[src/rtl/fir_pkg.sv]
// Shared definitions for the FIR chain: default sample format and the
// rounding helper used by the decimator and the other filter stages.
package fir_pkg;
    localparam int WI_DEF = 2;
    localparam int WF_DEF = 6;
    localparam int W_DEF  = WI_DEF + WF_DEF;

    // Half an output LSB after dividing by 2^dec_log2 (round half toward +inf)
    function automatic int rnd_const(input int dec_log2);
        return 1 << (dec_log2 - 1);
    endfunction
endpackage

[src/rtl/fir_decimator_if.sv]
// Sample-in / result-out handshake bundle of the decimator.
interface fir_decimator_if
    import fir_pkg::*;
#(
    parameter int W = W_DEF
);
    logic         in_valid;
    logic [W-1:0] x;
    logic [W-1:0] y;
    logic         out_valid;
    logic         out_ready;
    logic         ovf;
    logic         clr_ovf;

    modport master (output in_valid, x, out_ready, clr_ovf,
                    input  y, out_valid, ovf);
    modport slave  (input  in_valid, x, out_ready, clr_ovf,
                    output y, out_valid, ovf);
endinterface

[src/rtl/sync_fifo_sa.sv]
// Show-ahead synchronous FIFO; a push on a full FIFO is taken only when a pop
// frees the head in the same cycle.
module sync_fifo_sa
    import fir_pkg::*;
#(
    parameter int DW = W_DEF,
    parameter int AW = 2
) (
    input  logic          clk,
    input  logic          rst_n,
    input  logic          push_i,
    input  logic [DW-1:0] data_i,
    input  logic          pop_i,
    output logic [DW-1:0] data_o,
    output logic          full_o,
    output logic          empty_o
);
    localparam int DEPTH = 1 << AW;

    logic [DW-1:0] mem_q [DEPTH];
    logic [AW-1:0] wr_q, rd_q;
    logic [AW:0]   cnt_q;
    logic          wr_en, rd_en;

    assign full_o  = (cnt_q == (AW+1)'(DEPTH));
    assign empty_o = (cnt_q == '0);
    assign rd_en   = pop_i && !empty_o;
    assign wr_en   = push_i && (!full_o || rd_en);
    // Head reads as zero while empty so the output is clean after reset
    assign data_o  = empty_o ? '0 : mem_q[rd_q];

    always_ff @(posedge clk or negedge rst_n) begin
        if (!rst_n) begin
            wr_q  <= '0;
            rd_q  <= '0;
            cnt_q <= '0;
        end else begin
            if (wr_en) wr_q <= wr_q + 1'b1;
            if (rd_en) rd_q <= rd_q + 1'b1;
            case ({wr_en, rd_en})
                2'b10:   cnt_q <= cnt_q + 1'b1;
                2'b01:   cnt_q <= cnt_q - 1'b1;
                default: cnt_q <= cnt_q;
            endcase
        end
    end

    always_ff @(posedge clk) begin
        if (wr_en) mem_q[wr_q] <= data_i;
    end
endmodule

[src/rtl/fir_decimator.sv]
// Integrate-and-dump decimator: averages 2^DEC_LOG2 FIR samples with
// round-half-up and queues the means in a show-ahead FIFO.
module fir_decimator
    import fir_pkg::*;
#(
    parameter int WI         = WI_DEF,
    parameter int WF         = WF_DEF,
    parameter int DEC_LOG2   = 2,
    parameter int DEPTH_LOG2 = 2
) (
    input  logic          clk,
    input  logic          rst,
    fir_decimator_if.slave io
);
    localparam int W   = WI + WF;
    localparam int SW  = W + DEC_LOG2;
    localparam int RND = rnd_const(DEC_LOG2);

    logic [DEC_LOG2-1:0] ph_q, ph_d;
    logic [SW-1:0]       acc_q, acc_d;
    logic                ovf_q, ovf_d;
    logic [SW:0]         sum, rsum;
    logic [W-1:0]        r;
    logic                dump, pop, full, empty;
    logic                unused_rbits;

    assign dump = io.in_valid && (&ph_q);
    assign pop  = io.out_valid && io.out_ready;
    // Sign-extend both operands one bit past the accumulator width
    assign sum  = {{(DEC_LOG2+1){io.x[W-1]}}, io.x} + {acc_q[SW-1], acc_q};
    assign rsum = sum + (SW+1)'(RND);
    // Arithmetic shift then truncate to W bits is exactly this slice
    assign r    = rsum[DEC_LOG2 +: W];
    assign unused_rbits = ^{rsum[DEC_LOG2-1:0], rsum[SW]};

    always_comb begin
        ph_d  = ph_q;
        acc_d = acc_q;
        if (io.in_valid) begin
            if (dump) begin
                ph_d  = '0;
                acc_d = '0;
            end else begin
                ph_d  = ph_q + 1'b1;
                acc_d = sum[SW-1:0];
            end
        end
        ovf_d = ovf_q;
        if (io.clr_ovf)              ovf_d = 1'b0;
        if (dump && full && !pop)    ovf_d = 1'b1;
    end

    always_ff @(posedge clk or negedge rst) begin
        if (!rst) begin
            ph_q  <= '0;
            acc_q <= '0;
            ovf_q <= 1'b0;
        end else begin
            ph_q  <= ph_d;
            acc_q <= acc_d;
            ovf_q <= ovf_d;
        end
    end

    sync_fifo_sa #(.DW(W), .AW(DEPTH_LOG2)) u_fifo (
        .clk    (clk),
        .rst_n  (rst),
        .push_i (dump),
        .data_i (r),
        .pop_i  (pop),
        .data_o (io.y),
        .full_o (full),
        .empty_o(empty)
    );

    assign io.out_valid = !empty;
    assign io.ovf       = ovf_q;
endmodule

[src/flat_wrapper.sv]
// flat-port wrapper written by rule: the top's interface ports become plain ports
module fir_decimator_flat import fir_pkg::*;
#(
    parameter int WI         = WI_DEF,
    parameter int WF         = WF_DEF,
    parameter int DEC_LOG2   = 2,
    parameter int DEPTH_LOG2 = 2
)
  (clk, rst, io_in_valid, io_x, io_out_ready, io_clr_ovf, io_y, io_out_valid, io_ovf);
  fir_decimator_if #(.W(8)) io_i ();
  input  logic clk;
  input  logic rst;
  input wire logic [$bits(io_i.in_valid)-1:0] io_in_valid;
  input wire logic [$bits(io_i.x)-1:0] io_x;
  input wire logic [$bits(io_i.out_ready)-1:0] io_out_ready;
  input wire logic [$bits(io_i.clr_ovf)-1:0] io_clr_ovf;
  output wire logic [$bits(io_i.y)-1:0] io_y;
  output wire logic [$bits(io_i.out_valid)-1:0] io_out_valid;
  output wire logic [$bits(io_i.ovf)-1:0] io_ovf;
  assign io_i.in_valid = io_in_valid;
  assign io_i.x = io_x;
  assign io_i.out_ready = io_out_ready;
  assign io_i.clr_ovf = io_clr_ovf;
  assign io_y = io_i.y;
  assign io_out_valid = io_i.out_valid;
  assign io_ovf = io_i.ovf;
  fir_decimator #(.WI(WI), .WF(WF), .DEC_LOG2(DEC_LOG2), .DEPTH_LOG2(DEPTH_LOG2)) u_core (.clk(clk), .rst(rst), .io(io_i));
endmodule
[config.mk]
export PLATFORM = sky130hd
export DESIGN_NAME = fir_decimator_flat
export DESIGN_NICKNAME = d
export VERILOG_FILES = /design/src/rtl/fir_pkg.sv /design/src/rtl/fir_decimator_if.sv /design/src/rtl/sync_fifo_sa.sv /design/src/rtl/fir_decimator.sv /design/src/flat_wrapper.sv
export SDC_FILE = /design/constraint.sdc
export NUM_CORES = 1
export LEC_CHECK = 0
export CAP_MARGIN = 0
export CORE_MARGIN = 4
export CORE_UTILIZATION = 38
export CTS_CLUSTER_SIZE = 12
export DETAILED_ROUTE_END_ITERATION = 7
export DONT_BUFFER_PORTS = 1
export PLACE_DENSITY_LB_ADDON = 0.25
export SLEW_MARGIN = 20
export SYNTH_ARGS = -nofsm -noshare
export SYNTH_HDL_FRONTEND = slang
export SYNTH_SLANG_ARGS = --single-unit
[constraint.sdc]
create_clock -name clk -period 3.55 [get_ports clk]
set_input_delay 0.5325 -clock clk [delete_from_list [all_inputs] [get_ports clk]]
set_output_delay 0.5325 -clock clk [all_outputs]
set_load 0.1 [all_outputs]
==> key figures, run 1 <==
Placement
  – GPL Wtd Cong: 0.795
  – DP HPWL: 3400 um
  – I/O Buffers: 0

Clocking
  – Reg clk slew, reported paths: 0.09 ns
  – Post-CTS Setup Bufs: 0
  – Clk buf depth: 2
  – Num CTS Buffers: 5
  – Clock root buffer: clkbuf_8
  – Clk Latency, worst-skew pair: 0.31 ns
  – Clock Sink Count: 52
  – H-tree levels: 2
  – TritonCTS clock tree: built

Synthesis
  – Synth top cells by count: 32 x edfxtp_1, 20 x dfrtp_1, 19 x inv_1
  – Largest cells by area after synthesis: edfxtp_1 35%, dfrtp_1 18%, ha_1 6.9%, mux4_2 6.6%, xnor2_1 4.5%
  – Syn_area_per_cell: 13.2 sq um
  – Ys async rst share: 0.385
  – Synthesized net count: 236
  – Synth Cell Area: 2720 sq um
  – Post-synth cell types: 41
  – Most numerous cell in the Yosys netlist: edfxtp_1
  – Post-synth top flop: edfxtp_1
  – #FFs+latches synth: 52
  – Synth top area share: 0.354
  – Yosys top cell by area: edfxtp_1
  – Mapped Cells: 206
  – EDFF count, synth: 32
  – Synth warn: 0
  – Sequential share of the synthesized area: 0.538

Critical path
  – Worst Path Arrival: 2.92 ns
  – Reg2Reg Launch Point: u_core.acc_q[0]
  – Crit. End Element: flip-flop
  – Startpoint class of the critical path: flip-flop
  – Max Fanout on Critical Path: 4
  – CP startpoint: u_core.acc_q[0]
  – Flop-to-flop setup slack: 0.72 ns
  – Worst EP required: 3.65 ns
  – WS Path Type: reg2reg

Timing
  – Post-route minimum period: 2.83 ns
  – Final period util: 0.796
  – Fmax: 354 MHz
  – Max Transition Viols Final: 0
  – Final Hold Viols: 0
  – Slew HR: 0.409
  – Slew @ Worst Pin: 0.887 ns
  – Clock Skew: 0.00458 ns
  – Setup TNS: 0 ns
  – # setup viols final: 0
  – RSZ-0062 raised after global routing: no

Status
  – Outcome: finished, final reports clean

Flow run
  – Max-cap violations: 0

Global route
  – Number of global-route vias before repair: 1,562
  – Gr usage total: 0.124
  – Total gr overflow: 0
  – Initial antenna violation count: 0
  – Pin count of the biggest net entering global routing: 21
  – First-pass GRT wire length: 8160 um

Floorplan
  – Die extent in x: 92.5 um
  – Core region area: 6870 sq um
  – Std cell rows: 30
  – Initial Util: 0.395
  – IO Count: 23
  – Die H: 92.5 um
  – Die area: 8560 sq um

Finish
  – # diodes: 0
  – Area Overhead vs Synth: 10.7%
  – Share of cells above drive strength 1: 0.196
  – NumNets Final: 248
  – # fillers: 651

Drt
  – DR pass1 iterations: 4
  – Post-route ant nets: 0
  – Wire length per cell: 15.2 um
  – DR DRC count: 0
  – DR vias: 1,599
  – Routed Wire Length: 4790 um
  – First-iteration detailed-routing DRC count: 118
  – Vias/cell: 5.08

Hold path
  – Hold Path Class: in2async
[worst max-delay path, stage by stage, from the launching register on]
cell     delay (ns)
dfrtp_1        0.39
ha_1           0.21
fa_1           0.41
a21o_1         0.20
a21oi_1        0.18
xor2_1         0.14
or4b_4         0.58
nor4_4         0.28
xnor2_1        0.23
[state kept, by name (all words and copies together) (netlist names)]
register	cells
u_core.io.ovf	1
u_core.ph_q	2
u_core.u_fifo.rd_q	2
u_core.u_fifo.cnt_q	3
u_core.acc_q	10
u_core.u_fifo.wr_q	2
u_core.u_fifo.mem_q	32
[routing by layer]
layer | vias to the layer above | wire, um | part of all wire | global-route usage
met5 | - | 0 | 0 | 0
met4 | 0 | 88 | 0.018 | 0.0446
met3 | 7 | 149 | 0.031 | 0.0309
met2 | 24 | 2160 | 0.45 | 0.183
met1 | 792 | 2390 | 0.50 | 0.178
li1 | 776 | - | - | -
[layout make-up]
cell class / count / area, sq um / area share
tap: 96 / 120 / 0.0400
sequential: 52 / 1460 / 0.486
inverter: 19 / 71.3 / 0.0237
multi-input combinational: 129 / 1190 / 0.395
timing repair buffer: 11 / 80.1 / 0.0266
clock inverter: 3 / 18.8 / 0.00624
clock buffer: 5 / 68.8 / 0.0229
[final timing paths]
kind                                             endpoint  cells after the start
worst max-delay path            u_core.u_fifo.mem_q[0][6]                      8
min in group clk                           u_core.ph_q[0]                      1
max in group asynchronous                 u_core.acc_q[4]                      1
worst min register to register             u_core.ph_q[0]                      1
worst min-delay path               u_core.u_fifo.cnt_q[2]                      1
worst max register to register  u_core.u_fifo.mem_q[0][6]                      8
[repair_timing]
item	CTS	global route
hold buffers	1	0
gates resized for setup	0	0
hold endpoints to repair	20	0
[placed cells by master, fill, tap and decap left out, drive strengths merged, types with 2 or more instances in the layout]
cell type | synthesis | final
a21o | 4 | 4
edfxtp | 32 | 32
nand3 | 2 | 2
xor2 | 5 | 5
nor2b | 10 | 10
o311a | 2 | 2
and3 | 2 | 2
ha | 15 | 15
fa | 2 | 2
inv | 19 | 19
a211o | 3 | 3
xnor2 | 14 | 14
o21ai | 5 | 5
nand2b | 3 | 3
or4b | 2 | 2
mux2i | 2 | 2
dfrtp | 20 | 20
nor2 | 4 | 4
clkbuf | 6 | 5
and2 | 4 | 4
buf | 0 | 11
o22ai | 11 | 11
nor3 | 2 | 2
a21oi | 5 | 5
a31oi | 2 | 2
nor4 | 2 | 2
nand3b | 2 | 2
nand2 | 8 | 8
clkinvlp | 0 | 2
mux4 | 8 | 8
[stage by stage]
step	hold slack (ns)	instance area, sq um	std cells	util	setup slack, ns
2_1_floorplan	0.237	2720	206	-	0.557
6_report	0.176	3010	315	0.438	0.724
3_3_place_gp	0.237	2910	306	0.424	0.627
3_5_place_dp	0.237	2910	306	0.424	0.573
4_1_cts	0.305	3010	315	0.438	0.725
5_1_grt	0.193	3010	315	0.438	0.528
[cell families after synthesis]
logic type,share of synthesized area
xor+xnor,0.0613
simple gates,0.102
mux,0.0778
fa+ha+maj,0.0838
flops,0.538
compound gates,0.103
buf+inv,0.0345
Power of run 1 is left out: the tool's default activity adds up to more than one toggle a clock period on the data nets, which glitch-free logic cannot reach.
==> run 2: changes to the inputs <==
Clock period 3.55 ns to 2.5 ns, I/O delays scaled along.
==> key figures, run 2 (synthesized netlist as in run 1, its figures left out) <==
Critical path
  – Worst Path Arrival: 2.65 ns (-0.27 ns)
  – Flop-to-flop setup slack: -0.12 ns (-0.84 ns)
  – Crit path max-delay family: simple AND/OR/NAND/NOR gates
  – R2R depth: 8 (unchanged)
  – Crit path capture: u_core.u_fifo.mem_q[0][7]
  – Crit-path max cell delay: 0.57 ns (about the same)
  – Worst EP required: 2.54 ns (-1.11 ns)
  – Slowest stage cell, crit path: or4b_4
  – WS Path Type: reg2reg
  – Startpoint class of the critical path: flip-flop
  – Reg2Reg Launch Point: u_core.acc_q[0]
  – Critical R2R Capture: u_core.u_fifo.mem_q[0][7]
  – CP Cell Sequence: ha_4 -> fa_2 -> a21o_1 -> a21oi_2 -> xor2_2 -> or4b_4 -> nor4_4 -> xnor2_2
  – Max Fanout on Critical Path: 4 (unchanged)
  – CP startpoint: u_core.acc_q[0]
  – Crit. End Element: flip-flop
  – Stages on worst setup path: 8 (unchanged)
  – CP bufs+invs: 0 (unchanged)

Timing
  – Max Transition Viols Final: 0 (unchanged)
  – Final period util: 1.05 (+0.250)
  – Post-route minimum period: 2.62 ns (-0.211 ns)
  – Worst setup margin: -0.116 ns (-0.839 ns)
  – Clock Skew: 0.00551 ns (+0.000933 ns)
  – RSZ-0062 raised after global routing: yes
  – Slew @ Worst Pin: 0.942 ns (+0.0553 ns)
  – Fmax: 382 MHz (+8.0%)
  – Slew HR: 0.370 (-0.0390)
  – # setup viols final: 16 (+16)
  – Final Hold Viols: 0 (unchanged)
  – Setup TNS: -0.988 ns (-0.988 ns)

Clocking
  – Clock root buffer: clkbuf_8
  – TritonCTS clock tree: built
  – Clk Latency, worst-skew pair: 0.30 ns (about the same)
  – Reg clk slew, reported paths: 0.09 ns (about the same)
  – Num CTS Buffers: 5 (unchanged)
  – H-tree levels: 2 (unchanged)
  – Clock Sink Count: 52 (unchanged)
  – Clk buf depth: 2 (unchanged)

Drt
  – DR DRC count: 0 (unchanged)
  – Routed Wire Length: 4920 um (+2.8%)
  – Vias/cell: 4.95 (-2.5%)
  – Wire length per cell: 14.9 um (-1.9%)
  – DR pass1 iterations: 4 (unchanged)
  – DR vias: 1,633 (+2.1%)
  – Post-route ant nets: 0 (unchanged)
  – First-iteration detailed-routing DRC count: 55 (-53%)

Floorplan
  – Core region area: 6870 sq um (unchanged)
  – IO Count: 23 (unchanged)
  – Std cell rows: 30 (unchanged)
  – Die H: 92.5 um (unchanged)
  – Die area: 8560 sq um (unchanged)
  – Die extent in x: 92.5 um (unchanged)
  – Initial Util: 0.395 (unchanged)

Finish
  – Top reg by flops: u_core.u_fifo.mem_q
  – Most frequent cells in the layout: 32 x edfxtp_1, 24 x buf_4, 20 x dfrtp_1, 19 x inv_1, 14 x ha_1
  – Max reg flops: 32 (unchanged)
  – # diodes: 0 (unchanged)
  – Largest regs: u_core.u_fifo.mem_q x32, u_core.acc_q x10, u_core.u_fifo.cnt_q x3
  – Fin area: 3230 sq um (+7.4%)
  – # fillers: 625 (-4.0%)
  – NumNets Final: 263 (+6.0%)
  – Leading cell type in the layout, fill and taps excluded: edfxtp_1
  – Area Overhead vs Synth: 18.9%
  – Fin util: 0.470 (+0.0326)
  – Share of cells above drive strength 1: 0.291 (+0.0943)

Placement
  – Placed cell areas: 3040 sq um (+4.2%)
  – DP HPWL: 3660 um (+7.7%)
  – I/O Buffers: 0 (unchanged)
  – GPL Wtd Cong: 0.800 (+0.60%)

Global route
  – Number of global-route vias before repair: 1,612 (+3.2%)
  – Pin count of the biggest net entering global routing: 21 (unchanged)
  – First-pass GRT wire length: 8180 um (+0.26%)
  – Total gr overflow: 0 (unchanged)
  – Initial antenna violation count: 0 (unchanged)
  – Gr usage total: 0.125 (+0.000457)

Hold path
  – Hold Path Class: in2reg

Status
  – Failing checks: negative setup slack
  – Outcome: finished, violations left

Flow run
  – Max-cap violations: 0 (unchanged)
run 2: cell count changes in the layout (fill, tap and decap cells not counted), sizes merged:
cell,change
clkinvlp,-1
dlygate4sd3,+1
buf,+14
clkbuf,+1
run 2: layout make-up:
cell class | count | area, sq um | area share
Clock buffer | 6 | 72.6 | 0.0225
Clock inverter | 2 | 16.3 | 0.00503
Inverter | 19 | 71.3 | 0.0221
Multi-Input combinational cell | 129 | 1290 | 0.399
Sequential cell | 52 | 1460 | 0.452
Tap cell | 96 | 120 | 0.0372
Timing Repair Buffer | 26 | 201 | 0.0624
run 2: how the worst min path moves through the flow:
stage,slack (ns),cells past startpoint,end,start
after CTS,0.15,1,u_core.ph_q[0],io_in_valid
final,0.16,1,u_core.ph_q[0],io_in_valid
after floorplan,0.08,0,u_core.acc_q[0],rst
after global placement,0.08,0,u_core.u_fifo.cnt_q[0],rst
after detailed placement,0.08,0,u_core.u_fifo.cnt_q[1],rst
after global routing,0.15,1,u_core.io.ovf,io_clr_ovf
run 2: metrics by stage:
stage               setup slack (ns)  hold slack (ns)  std cells
floorplan                     -0.139           0.0794        206
global placement             -0.0626           0.0799        315
detailed placement            -0.152           0.0798        315
CTS                           -0.147            0.151        326
global route                  -0.245            0.154        330
finish                        -0.116            0.157        330
run 2: repair_timing:
action	in CTS	in global routing
setup endpoints to repair	16	16
gates resized for setup	1	9
hold endpoints to repair	20	0
pin swaps	5	1
hold buffers	1	0
setup buffers	2	4
run 2: metal layers:
metal / track usage / vias to the layer above / routed length (um)
li1: - / 808 / -
met1: 0.169 / 790 / 2330
met2: 0.198 / 28 / 2370
met3: 0.0236 / 7 / 142
met4: 0.0470 / 0 / 84
met5: 0 / - / 0
Power of run 2 is left out for the same reason.
==> run 3: changes to the inputs <==
Settings changed: ABC_AREA from default to 1, PLACE_DENSITY from default to 0.61, PLACE_DENSITY_LB_ADDON 0.25 to default.
==> key figures, run 3 <==
Flow run
  – Max-cap violations: 0 (unchanged)

Placement
  – I/O Buffers: 0 (unchanged)
  – DP HPWL: 4290 um (+17%)
  – GPL Wtd Cong: 0.785 (-1.8%)
  – # placed instances: 439 (+39%)

Timing
  – RSZ-0062 raised after global routing: no
  – Final Hold Viols: 0 (unchanged)
  – Slew @ Worst Pin: 0.970 ns (+0.0279 ns)
  – Max Transition Viols Final: 0 (unchanged)
  – Slew HR: 0.351 (-0.0187)
  – Clock Skew: 0.00977 ns (+0.00427 ns)
  – Post-route minimum period: 2.32 ns (-0.293 ns)
  – # setup viols final: 0 (-16)
  – Setup TNS: 0 ns (+0.988 ns)
  – Final period util: 0.929 (-0.117)
  – Fmax: 430 MHz (+13%)

Critical path
  – Startpoint class of the critical path: flip-flop
  – Crit path capture: u_core.u_fifo.mem_q[2][7]
  – Crit. End Element: flip-flop
  – Flop-to-flop setup slack: 0.18 ns (+0.29 ns)
  – CP startpoint: u_core.acc_q[0]
  – WS Path Type: reg2reg
  – Critical R2R Capture: u_core.u_fifo.mem_q[2][7]
  – Worst Path Arrival: 2.37 ns (-0.28 ns)
  – Reg2Reg Launch Point: u_core.acc_q[0]
  – R2R depth: 11 (+3)
  – Worst EP required: 2.55 ns (about the same)
  – Max Fanout on Critical Path: 4 (unchanged)

Floorplan
  – Initial Util: 0.395 (-0.000498)
  – Die area: 9080 sq um (+6.0%)
  – IO Count: 23 (unchanged)
  – Die H: 95.3 um (+3.0%)
  – Std cell rows: 31 (+3.3%)
  – Core region area: 7330 sq um (+6.7%)
  – Die extent in x: 95.3 um (+3.0%)

Synthesis
  – Synth top area share: 0.332 (-0.0219)
  – Most numerous cell in the Yosys netlist: inv_1
  – Post-synth top flop: edfxtp_1
  – Synth Area in Simple Gates: 0.214 (+0.112)
  – Synth Cell Area: 2900 sq um (+6.6%)
  – Complex-gate fraction of the synthesized area: 0.0873 (-0.0154)
  – Adder-cell share of the synthesized area: 0.0787 (-0.00518)
  – Synthesized net count: 359 (+52%)
  – Synth Area in XOR/XNOR: 0.0272 (-0.0340)
  – Sequential share of the synthesized area: 0.505 (-0.0332)
  – Synth warn: 0 (unchanged)
  – EDFF count, synth: 32 (unchanged)
  – Synth top cells by count: 58 x inv_1, 56 x nand2_1, 49 x nor2_1
  – Largest cells by area after synthesis: edfxtp_1 33%, dfrtp_1 17%, inv_1 7.5%, nand2_1 7.3%, ha_1 6.5%
  – Post-synth cell types: 27 (-34%)
  – Ys async rst share: 0.385 (unchanged)
  – #FFs+latches synth: 52 (unchanged)
  – Syn_area_per_cell: 8.80 sq um (-33%)
  – Largest family of logic cells by synthesized area: simple AND/OR/NAND/NOR gates
  – Mapped Cells: 329 (+60%)
  – Yosys top cell by area: edfxtp_1
  – Multiplexer area fraction after synthesis: 0.00389 (-0.0740)

Drt
  – Post-route ant nets: 0 (unchanged)
  – DR pass1 iterations: 4 (unchanged)
  – Wire length per cell: 12.8 um (-14%)
  – First-iteration detailed-routing DRC count: 59 (+7.3%)
  – Routed Wire Length: 5740 um (+17%)
  – Vias/cell: 4.75 (-4.1%)
  – DR vias: 2,127 (+30%)
  – DR DRC count: 0 (unchanged)

Hold path
  – Hold Path Class: in2reg

Finish
  – NumNets Final: 378 (+44%)
  – Leading cell type in the layout, fill and taps excluded: inv_1
  – Largest regs: u_core.u_fifo.mem_q x32, u_core.acc_q x10, u_core.u_fifo.cnt_q x3
  – Finished Layout Cells: 448 (+36%)
  – # diodes: 0 (unchanged)
  – # fillers: 686 (+9.8%)
  – Share of cells above drive strength 1: 0.149 (-0.142)
  – Top reg by flops: u_core.u_fifo.mem_q
  – Most frequent cells in the layout: 58 x inv_1, 55 x nand2_1, 49 x nor2_1, 32 x edfxtp_1, 21 x o21ai_0
  – Max reg flops: 32 (unchanged)
  – Area Overhead vs Synth: 17.8%

Global route
  – Initial antenna violation count: 0 (unchanged)
  – Number of global-route vias before repair: 2,142 (+33%)
  – Total gr overflow: 0 (unchanged)
  – Pin count of the biggest net entering global routing: 21 (unchanged)
  – Gr usage total: 0.141 (+0.0161)
  – First-pass GRT wire length: 9740 um (+19%)

Clocking
  – Post-CTS Setup Bufs: 0 (-2)
  – TritonCTS clock tree: built
  – H-tree levels: 2 (unchanged)
  – Reg clk slew, reported paths: 0.09 ns (about the same)
  – Clk Latency, worst-skew pair: 0.30 ns (about the same)
  – Clock Sink Count: 52 (unchanged)
  – Clk buf depth: 2 (unchanged)
  – Clock root buffer: clkbuf_8
  – Num CTS Buffers: 5 (unchanged)

Status
  – Outcome: finished, final reports clean
## run 3: cell count changes after synthesis, sizes merged, moves of 8 or more
cell	previous run	this run
a21oi	5	15
mux4	8	0
nand3	2	19
nor2	4	54
nand2	8	63
o21ai	5	22
nor2b	10	0
inv	19	59
xnor2	14	1
## run 3: final cells by class
type	count	area [sq um]	share of cell area
multi-input cells	213	1280	0.376
clock buffers	5	68.8	0.0202
inverters	59	221	0.0650
clock inverters	3	21.3	0.00624
flip-flops and latches	52	1460	0.429
well taps	99	124	0.0363
repair buffers	17	230	0.0675
## run 3: cells by family (layout without fill, tap and decap cells)
group / after synthesis / after routing
fa+ha+maj: 17 / 17
xor+xnor: 9 / 9
simple gates: 140 / 140
flops: 52 / 52
buf+inv: 64 / 84
mux: 1 / 1
compound gates: 46 / 46
## run 3: metrics by stage
stage               worst slack [ns]  hold slack (ns)  utilization  cell area, sq um
floorplan                      0.200           0.0794            -              2990
global placement               0.238           0.0800        0.451              3310
detailed placement             0.171           0.0800        0.451              3310
CTS                            0.169            0.147        0.465              3410
global route                  0.0201            0.148        0.465              3410
finish                         0.177            0.152        0.465              3410
## run 3: worst min path at each step
| stage | from | to | slack [ns] | cells after the start |
|---|---|---|---|---|
| global route | io_in_valid | u_core.ph_q[0] | 0.15 | 1 |
| global placement | rst | u_core.u_fifo.cnt_q[1] | 0.08 | 0 |
| detailed placement | rst | u_core.u_fifo.cnt_q[0] | 0.08 | 0 |
| CTS | io_in_valid | u_core.ph_q[0] | 0.15 | 1 |
| finish | io_in_valid | u_core.ph_q[0] | 0.15 | 1 |
| floorplan | rst | u_core.acc_q[0] | 0.08 | 0 |
## run 3: worst max-delay path, stage by stage (launching register included)
cell	delay, ns
dfrtp_1	0.39
ha_1	0.25
fa_1	0.40
nand2_1	0.11
nand2_1	0.10
inv_1	0.07
ha_1	0.17
nand3_1	0.12
nor2_4	0.14
nand3_2	0.10
o21bai_2	0.12
nand2_1	0.10
## run 3: timing repair
| item | in CTS | in global routing |
|---|---|---|
| hold endpoints to repair | 20 | 0 |
| resized for setup | 0 | 0 |
| hold buffers | 1 | 0 |
## run 3: per-layer routing
metal	part of all wire	track usage	wire length, um	vias to the layer above
met2	0.50	0.241	2860	30
met4	0.0063	0.0433	36	0
met5	0	0	0	-
met1	0.48	0.183	2730	991
li1	-	-	-	1098
met3	0.020	0.0221	114	8
Power of run 3 is left out for the same reason.
